$ cat config.mk
export PLATFORM = sky130hd
export DESIGN_NAME = fifo_wr_ptr_ctrl
export DESIGN_NICKNAME = d
export VERILOG_FILES = /design/src/rtl/fifo_wr_ptr_ctrl.sv
export SDC_FILE = /design/constraint.sdc
export NUM_CORES = 1
export LEC_CHECK = 0
export CORE_MARGIN = 8
export CORE_UTILIZATION = 35
export DETAILED_ROUTE_END_ITERATION = 6
export GPL_ROUTABILITY_DRIVEN = 0
export GPL_TIMING_DRIVEN = 0
export PLACE_DENSITY = 0.68
export SYNTH_ARGS = -nofsm -noshare
export SYNTH_HDL_FRONTEND = slang
export SYNTH_SLANG_ARGS = --single-unit
$ cat constraint.sdc
create_clock -name clk -period 3.4 [get_ports clk]
set_input_delay 0.68 -clock clk [delete_from_list [all_inputs] [get_ports clk]]
set_output_delay 0.68 -clock clk [all_outputs]
set_load 0.01 [all_outputs]
$ cat src/rtl/fifo_wr_ptr_ctrl.sv
// -----------------------------------------------------------------------------
// fifo_wr_ptr_ctrl
//
// Write-side pointer and flag controller for an asynchronous FIFO.
// Owns the binary and Gray write pointers, produces the RAM write strobe and
// address, and derives the full, almost-full and fill-level flags from the
// read Gray pointer, which arrives already synchronized into this clock domain.
//
// Parameters:
//   ADDR_SIZE    - RAM address width; DEPTH = 2**ADDR_SIZE; pointers are
//                  ADDR_SIZE+1 bits wide. ADDR_SIZE must be 2 or more.
//   AFULL_THRESH - free-slot count at or below which almost_full asserts
//                  (1..DEPTH-1).
//
// Ports:
//   clk          in   write-domain clock
//   rst_n        in   asynchronous active-low reset
//   w_en         in   push request from the producer
//   rq2_rptr     in   [ADDR_SIZE:0]   read Gray pointer, synchronized to clk
//   mem_we       out  RAM write strobe (w_en & ~full, combinational)
//   waddr        out  [ADDR_SIZE-1:0] RAM write address (low bits of wbin)
//   wptr         out  [ADDR_SIZE:0]   registered Gray write pointer
//   full         out  registered full flag
//   almost_full  out  registered almost-full flag
//   wlevel       out  [ADDR_SIZE:0]   registered fill level, 0..DEPTH
//   overflow     out  sticky "push attempted while full" flag; present only
//                     when the macro WR_OVERFLOW_FLAG_EN is defined
//
// Optional feature macro: WR_OVERFLOW_FLAG_EN
// -----------------------------------------------------------------------------
module fifo_wr_ptr_ctrl #(
    parameter int ADDR_SIZE    = 4,
    parameter int AFULL_THRESH = 2
) (
    input  logic                 clk,
    input  logic                 rst_n,
    input  logic                 w_en,
    input  logic [ADDR_SIZE:0]   rq2_rptr,
    output logic                 mem_we,
    output logic [ADDR_SIZE-1:0] waddr,
    output logic [ADDR_SIZE:0]   wptr,
    output logic                 full,
    output logic                 almost_full,
    output logic [ADDR_SIZE:0]   wlevel
`ifdef WR_OVERFLOW_FLAG_EN
    ,
    output logic                 overflow
`endif
);

    localparam int PW    = ADDR_SIZE + 1;
    localparam int DEPTH = 1 << ADDR_SIZE;

    // The Gray code of (x + DEPTH) equals gray(x) with its two top bits
    // inverted, so XOR-ing the read pointer with this mask gives the Gray
    // value the write pointer holds when exactly DEPTH entries are in flight.
    localparam logic [PW-1:0] FULL_MASK   = {2'b11, {(ADDR_SIZE-1){1'b0}}};
    localparam logic [PW-1:0] AFULL_LEVEL = PW'(DEPTH - AFULL_THRESH);

    // -------------------------------------------------------------------------
    // State
    // -------------------------------------------------------------------------
    logic [PW-1:0] r_wbin;
    logic [PW-1:0] r_wptr;
    logic          r_full;
    logic          r_almost_full;
    logic [PW-1:0] r_wlevel;

    // -------------------------------------------------------------------------
    // Combinational next-state
    // -------------------------------------------------------------------------
    logic          w_accept;
    logic [PW-1:0] w_wbin_next;
    logic [PW-1:0] w_wgray_next;
    logic [PW-1:0] w_rbin_sync;
    logic [PW-1:0] w_full_gray;
    logic [PW-1:0] w_level_next;
    logic          w_full_next;
    logic          w_almost_full_next;

    // rst_n is folded in so the strobe reads 0 for the whole reset window,
    // even if the producer keeps w_en high.
    assign w_accept = w_en & ~r_full & rst_n;

    assign w_wbin_next  = r_wbin + PW'(w_accept);
    assign w_wgray_next = (w_wbin_next >> 1) ^ w_wbin_next;

    // Gray-to-binary: each binary bit is the XOR of all Gray bits at or above
    // it. Written as independent reductions so there is no ripple feedback
    // through a single vector.
    genvar gi;
    generate
        for (gi = 0; gi < PW; gi++) begin : g_rbin
            assign w_rbin_sync[gi] = ^rq2_rptr[PW-1:gi];
        end
    endgenerate

    assign w_full_gray = rq2_rptr ^ FULL_MASK;
    assign w_full_next = (w_wgray_next == w_full_gray);

    // Modular subtraction handles pointer wrap: the extra MSB keeps the
    // difference in 0..DEPTH as long as the read pointer never passes wbin.
    assign w_level_next       = w_wbin_next - w_rbin_sync;
    assign w_almost_full_next = (w_level_next >= AFULL_LEVEL);

    // -------------------------------------------------------------------------
    // Registers
    // -------------------------------------------------------------------------
    always_ff @(posedge clk or negedge rst_n) begin
        if (!rst_n) begin
            r_wbin        <= '0;
            r_wptr        <= '0;
            r_full        <= 1'b0;
            r_almost_full <= 1'b0;
            r_wlevel      <= '0;
        end else begin
            r_wbin        <= w_wbin_next;
            r_wptr        <= w_wgray_next;
            r_full        <= w_full_next;
            r_almost_full <= w_almost_full_next;
            r_wlevel      <= w_level_next;
        end
    end

`ifdef WR_OVERFLOW_FLAG_EN
    logic r_overflow;

    // Sticky: only reset clears it.
    always_ff @(posedge clk or negedge rst_n) begin
        if (!rst_n) begin
            r_overflow <= 1'b0;
        end else if (w_en && r_full) begin
            r_overflow <= 1'b1;
        end
    end

    assign overflow = r_overflow;
`endif

    // -------------------------------------------------------------------------
    // Outputs
    // -------------------------------------------------------------------------
    assign mem_we      = w_accept;
    assign waddr       = r_wbin[ADDR_SIZE-1:0];
    assign wptr        = r_wptr;
    assign full        = r_full;
    assign almost_full = r_almost_full;
    assign wlevel      = r_wlevel;

endmodule

Word-level counts from Yosys, hierarchy flattened. Cells that the tools add are included.

Register bits after elaboration: 17. Logic and storage cells: 18.

Magnitude comparators: 1. Add/subtract/negate cells: 2. Equality and inequality tests: 1. Bitwise logic cells: 5. Reductions and logical operators: 4.

Operators with widths (count): $add A5 B1 Y5 (1); $eq A5 B5 Y1 (1); $ge A5 B4 Y1 const B (1); $reduce_xor A5 Y1 (1); $sub A5 B5 Y5 (1); $xor A4 B5 Y5 (1); $reduce_xor A4 Y1 (1); $reduce_xor A3 Y1 (1); $and A1 B1 Y1 (2); $not A2 Y2 (1); $reduce_xor A2 Y1 (1); $not A1 Y1 (1).

Logic depth before layout (Yosys ltp). Gate-level depths: netlist of the first run.

Word-level depth: 6. Depth in mapped cells: 9. Depth with buffers taken out: 9.

Worst setup path before layout of the first run. Ideal clock, no wire load.

Path kind: in2reg. Start point: input rq2_rptr[4]. End point: register r_almost_full (netlist: almost_full). Path slack: 0.677 ns. Data required time: 3.280 ns. Cell stages on the path: 9. Arrival: 2.603 ns. Buffers on the path: 0. Cells stage by stage: xnor3_2 > xor2_1 > xnor2_1 > ha_1 > fa_1 > nand2b_1 > o21ai_1 > xor2_1 > a31o_1.

Word-level cells in the longest chain between the ends: 3. Elaborated cells between the ends (all ways): 6. Those cells by class: 1 x add/sub; 1 x order compare; 4 x reduce/logical.

RTL lines: start: declaration (RTL line 38) `input logic [ADDR_SIZE:0] rq2_rptr,`; $reduce_xor A5 Y1 (tied with other cells) (RTL line 94) `assign w_rbin_sync[gi] = ^rq2_rptr[PW-1:gi];`; $sub A5 B5 Y5 (*) (RTL line 103) `assign w_level_next = w_wbin_next - w_rbin_sync;`; named net w_level_next[4] (RTL line 77) `logic [PW-1:0] w_level_next;`; $ge A5 B4 Y1 (*) (RTL line 104) `assign w_almost_full_next = (w_level_next >= AFULL_LEVEL);`; named net w_almost_full_next (RTL line 79) `logic w_almost_full_next;`; end signal: assignment (RTL line 120) `r_almost_full <= w_almost_full_next;`; end: declaration (RTL line 66) `logic r_almost_full;`.

Mark *: on every way through the listed nets, which the timed path passes. The rest lies on a longest branch.

Worst setup path after layout of the first run. Same ends and word-level chain as after synthesis.

==> impl.org, run 1 <==
** STA
- Unrepaired setup endpoints after global routing :: false
- Count of endpoints failing setup in the final report :: 0
- Headroom to the max-slew limit came out at 73.0%.
- For the pin with the worst max-slew slack, the measured transition is 0.405 ns.
- Post-route clock period utilization :: 93.6%
- Worst clock skew :: 0.00490 ns
- The number of max-slew violations in the final report is 0.
- Final Critical Period :: 3.18 ns
- Maximum achievable frequency :: 0.314 GHz
- Hold is met by 0.308 ns.
- Hold violation total from the final report :: 0

** Setup path
- Worst endpoint data arrival time :: 3.36 ns
- Data required time of the critical path :: 3.58 ns
- The critical path ends at almost_full$_DFF_PN0_.
- Critical Path Source :: rq2_rptr[4]
- The number of cells on the worst reg-to-reg path is 9.
- The startpoint identified for the worst register-to-register timing path is full$_DFF_PN0_.
- Crit path launch type :: primary input
- Worst reg2reg setup slack :: 0.92 ns
- Critical Path Sink Type :: flip-flop
- Critical R2R Capture :: almost_full$_DFF_PN0_
- The critical path is of the primary input to flip-flop type.
- In this run the worst path has a maximum fanout of 3.

** Synthesis
- In the synthesized netlist the dominant register cell turns out to be sky130_fd_sc_hd__dfrtp_1.
- Yosys mapped a number of flops with a built-in enable equal to 0.
- By area, the combinational part of the netlist is dominated by XOR/XNOR gates.
- Counting distinct cell types in the post-synthesis netlist gives 23.
- A synthesized cell averages 12.8 um2.
- Yosys top cell area share :: 46.6%
- Counting flops with an async set or reset pin after synthesis yields a share of 100%.
- Sequential elements use 46.6% of the synthesized area.
- Of the post-synthesis cell area, the part taken by muxes is 0%.
- Gate count of the mapped netlist :: 67
- The largest total area in the synthesized netlist belongs to sky130_fd_sc_hd__dfrtp_1.
- After synthesis, the cell types taking the most area are sky130_fd_sc_hd__dfrtp_1 (47%), sky130_fd_sc_hd__xnor2_1 (9.2%), sky130_fd_sc_hd__xor2_1 (9.2%).
- The synthesized netlist devotes 6.40% of its cell area to simple gates.
- Xor/xnor share of the synthesized area :: 25.8%
- Synthesized net count :: 82
- After synthesis the cells add up to 860 um2.
- Number of synthesized register bits :: 16
- The synthesized netlist devotes 7.57% of its cell area to compound gates.
- During synthesis, Yosys emitted a total of 0 warnings.
- After Yosys synthesis, full adders, half adders and majority gates account for 11.1% of the synthesized area.

** Clocking
- TritonCTS built the clock tree.
- In this run the clock root is driven by a sky130_fd_sc_hd__clkbuf_4.
- The tree built by TritonCTS fans out to 16 sinks.
- Clock H-tree levels :: 1
- CTS Buf Count :: 3
- After clock tree synthesis, the flow added hold-fix buffers numbering 0.
- Clk slew on worst S/H paths :: 0.10 ns
- The longest clock path from root to sink contains 2 buffers.
- After clock tree synthesis, the setup repair step added 0 buffers.
- Gates resized during post-CTS repair numbered 1.
- Insertion delay of the later-clocked pin in the worst-skew pair :: 0.28 ns

** Cells and area
- Synth-to-layout area growth :: 36.0%
- The net count of the finished layout is 111.
- Leaving out filler cells and counting taps, the final layout contains 125.
- Cells with a size suffix above 1 make up 10.5% of the layout.
- 0 antenna diodes ended up in the layout.

** Placement
- Cell count after placement :: 121
- Buffers placed on the I/O ports in this run total 24.
- The HPWL after detailed placement is 1320 um.

** Die
- In this run the standard cell core region covers 0.00241 mm2.
- Std cell rows :: 18
- The floorplan step defined a die boundary enclosing 0.00430 mm2.
- Starting utilization of the core area :: 35.7%
- Y dimension of the die :: 65.6 um
- Die X :: 65.6 um
- I/O pin count :: 25

** Route
- The first detailed-routing pass took 2 iterations.
- Final routed DRC violation total :: 0
- After the first detailed-routing iteration, the DRC count stood at 20.
- Via count :: 558
- Final WL :: 1600 um
- Post-detailed-route via-to-cell ratio :: 4.46
- Once detail routing completed, the nets flagged for antenna violations numbered 0.
- In the final routed layout, each cell accounts on average for 12.8 um.

** Run
- Max cap viols :: 0

** Global routing
- Total global routing overflow :: 0
- Number of global-route vias before repair :: 618
- Global routing used 8.28% of the available tracks.
- The initial antenna violation count is 0.
- The first global-routing pass estimated 2790 um of wire.
- Maximum number of pins on one net before global-route repair :: 18

** Power and ir drop
- In this run the static leakage power is 0.523 nW.
- For this design the ratio of total power to cell area is 1010 mW/mm2.
- Worst voltage drop across the vdd grid :: 0.514 mV

** Min path
- The path class of the tightest hold or removal check is primary input to async pin.

** Outcome
- The run finished with clean final reports.
==> power by group <==
part	switching, W	total, W	internal [W]
sequential	0.0000466	0.000340	0.000294
combinational	0.000345	0.000720	0.000374
clock	0.0000595	0.000125	0.0000651
total	0.000451	0.00118	0.000733
==> registers in the layout (all words and copies together), names as in the netlist <==
register and flops:
wptr 4, full 1, almost_full 1, r_wbin 5, wlevel 5
==> cells in the mapped netlist, types with 2 or more instances <==
| master | instances |
|---|---|
| sky130_fd_sc_hd__dfrtp_1 | 16 |
| sky130_fd_sc_hd__xnor2_1 | 9 |
| sky130_fd_sc_hd__xor2_1 | 9 |
| sky130_fd_sc_hd__ha_1 | 6 |
| sky130_fd_sc_hd__inv_1 | 5 |
| sky130_fd_sc_hd__a21oi_1 | 2 |
| sky130_fd_sc_hd__nand2b_1 | 2 |
| sky130_fd_sc_hd__nand3_1 | 2 |
| sky130_fd_sc_hd__o21ai_0 | 2 |
==> critical path, stage by stage <==
cell and delay, ns:
sky130_fd_sc_hd__clkdlybuf4s50_1 0.55, sky130_fd_sc_hd__xnor3_2 0.49, sky130_fd_sc_hd__xor2_1 0.29, sky130_fd_sc_hd__xnor2_1 0.11, sky130_fd_sc_hd__ha_1 0.22, sky130_fd_sc_hd__fa_1 0.43
sky130_fd_sc_hd__nand2b_1 0.16, sky130_fd_sc_hd__o21ai_1 0.14, sky130_fd_sc_hd__xor2_1 0.10, sky130_fd_sc_hd__a31o_1 0.20
==> kinds of logic after synthesis <==
kind of cell,after synthesis
XOR/XNOR,21
flip-flops,16
AO/OA/AOI/OAI,9
AND/OR/NAND/NOR,8
adder cells (fa/ha/maj),7
buffers and inverters,6
==> cells in the final DEF, fill, tap and decap left out <==
| cell type | count |
|---|---|
| sky130_fd_sc_hd__o21ai_2 | 1 |
| sky130_fd_sc_hd__xnor2_1 | 9 |
| sky130_fd_sc_hd__xor2_1 | 9 |
| sky130_fd_sc_hd__a31o_1 | 1 |
| sky130_fd_sc_hd__dfrtp_1 | 16 |
| sky130_fd_sc_hd__and4b_2 | 1 |
| sky130_fd_sc_hd__and3b_1 | 1 |
| sky130_fd_sc_hd__clkbuf_2 | 1 |
| sky130_fd_sc_hd__a2111oi_2 | 1 |
| sky130_fd_sc_hd__clkbuf_8 | 1 |
| sky130_fd_sc_hd__o21ai_1 | 1 |
| sky130_fd_sc_hd__o21ai_0 | 2 |
| sky130_fd_sc_hd__clkbuf_4 | 3 |
| sky130_fd_sc_hd__nand3_1 | 2 |
| sky130_fd_sc_hd__ha_1 | 6 |
| sky130_fd_sc_hd__xor2_2 | 1 |
| sky130_fd_sc_hd__clkdlybuf4s50_1 | 23 |
| sky130_fd_sc_hd__inv_1 | 5 |
| sky130_fd_sc_hd__and3_1 | 1 |
| sky130_fd_sc_hd__xor3_1 | 1 |
| sky130_fd_sc_hd__nand2b_1 | 2 |
| sky130_fd_sc_hd__a21boi_0 | 1 |
| sky130_fd_sc_hd__or3_1 | 1 |
| sky130_fd_sc_hd__a21oi_1 | 2 |
| sky130_fd_sc_hd__clkbuf_1 | 1 |
| sky130_fd_sc_hd__fa_1 | 1 |
| sky130_fd_sc_hd__xnor3_2 | 1 |
==> stage by stage <==
| step | total power, W | worst slack, ns | TNS, ns | cell area, um2 | utilization (%) |
|---|---|---|---|---|---|
| detailed placement | 0.00108 | -0.560 | -2.07 | 1140 | 47.2 |
| finish | 0.00118 | 0.217 | 0 | 1170 | 48.5 |
| CTS | 0.00121 | 0.102 | 0 | 1170 | 48.7 |
| global route | 0.00129 | 0.0695 | 0 | 1170 | 48.5 |
| floorplan | 0.000790 | 0.677 | 0 | 860 | - |
| global placement | 0.00107 | -0.487 | -1.66 | 1140 | 47.2 |
==> per-layer routing <==
| metal | routed length [um] | vias up | track usage, % |
|---|---|---|---|
| met2 | 768 | 15 | 13.2 |
| met1 | 694 | 261 | 9.49 |
| met3 | 128 | 2 | 3.74 |
| met4 | 11 | 0 | 3.27 |
| li1 | - | 280 | - |
| met5 | 0 | - | 0 |
==> final cells by class <==
class / instances / area, um2
tap: 30 / 37.5
fill: 223 / 1240
timing repair buffer: 24 / 235
inverter: 5 / 18.8
multi-input combinational: 45 / 437
buffer: 1 / 3.75
sequential: 16 / 400
clock buffer: 4 / 36.3
==> how the worst min path moves through the flow <==
stage                                   start                    end  slack (ns)  depth (start not counted)
after floorplan                         rst_n  almost_full$_DFF_PN0_        0.38                          0
after global placement    r_wbin[3]$_DFF_PN0_    r_wbin[3]$_DFF_PN0_        0.59                          1
after detailed placement  r_wbin[3]$_DFF_PN0_    r_wbin[3]$_DFF_PN0_        0.60                          1
after CTS                               rst_n      wptr[3]$_DFF_PN0_        0.57                          1
after global routing                    rst_n      wptr[3]$_DFF_PN0_        0.33                          1
final                                   rst_n      wptr[3]$_DFF_PN0_        0.31                          1
Note: power is estimated with default switching activity, not from simulation.
==> run 2, diff against run 1 <==
--- a/config.mk
+++ b/config.mk
@@ -14,3 +14,4 @@
 export SYNTH_ARGS = -nofsm -noshare
 export SYNTH_HDL_FRONTEND = slang
 export SYNTH_SLANG_ARGS = --single-unit
+export TNS_END_PERCENT = 1
==> results of run 2 <==
Same layout as run 1: the final DEF is identical, and so are final timing and power.
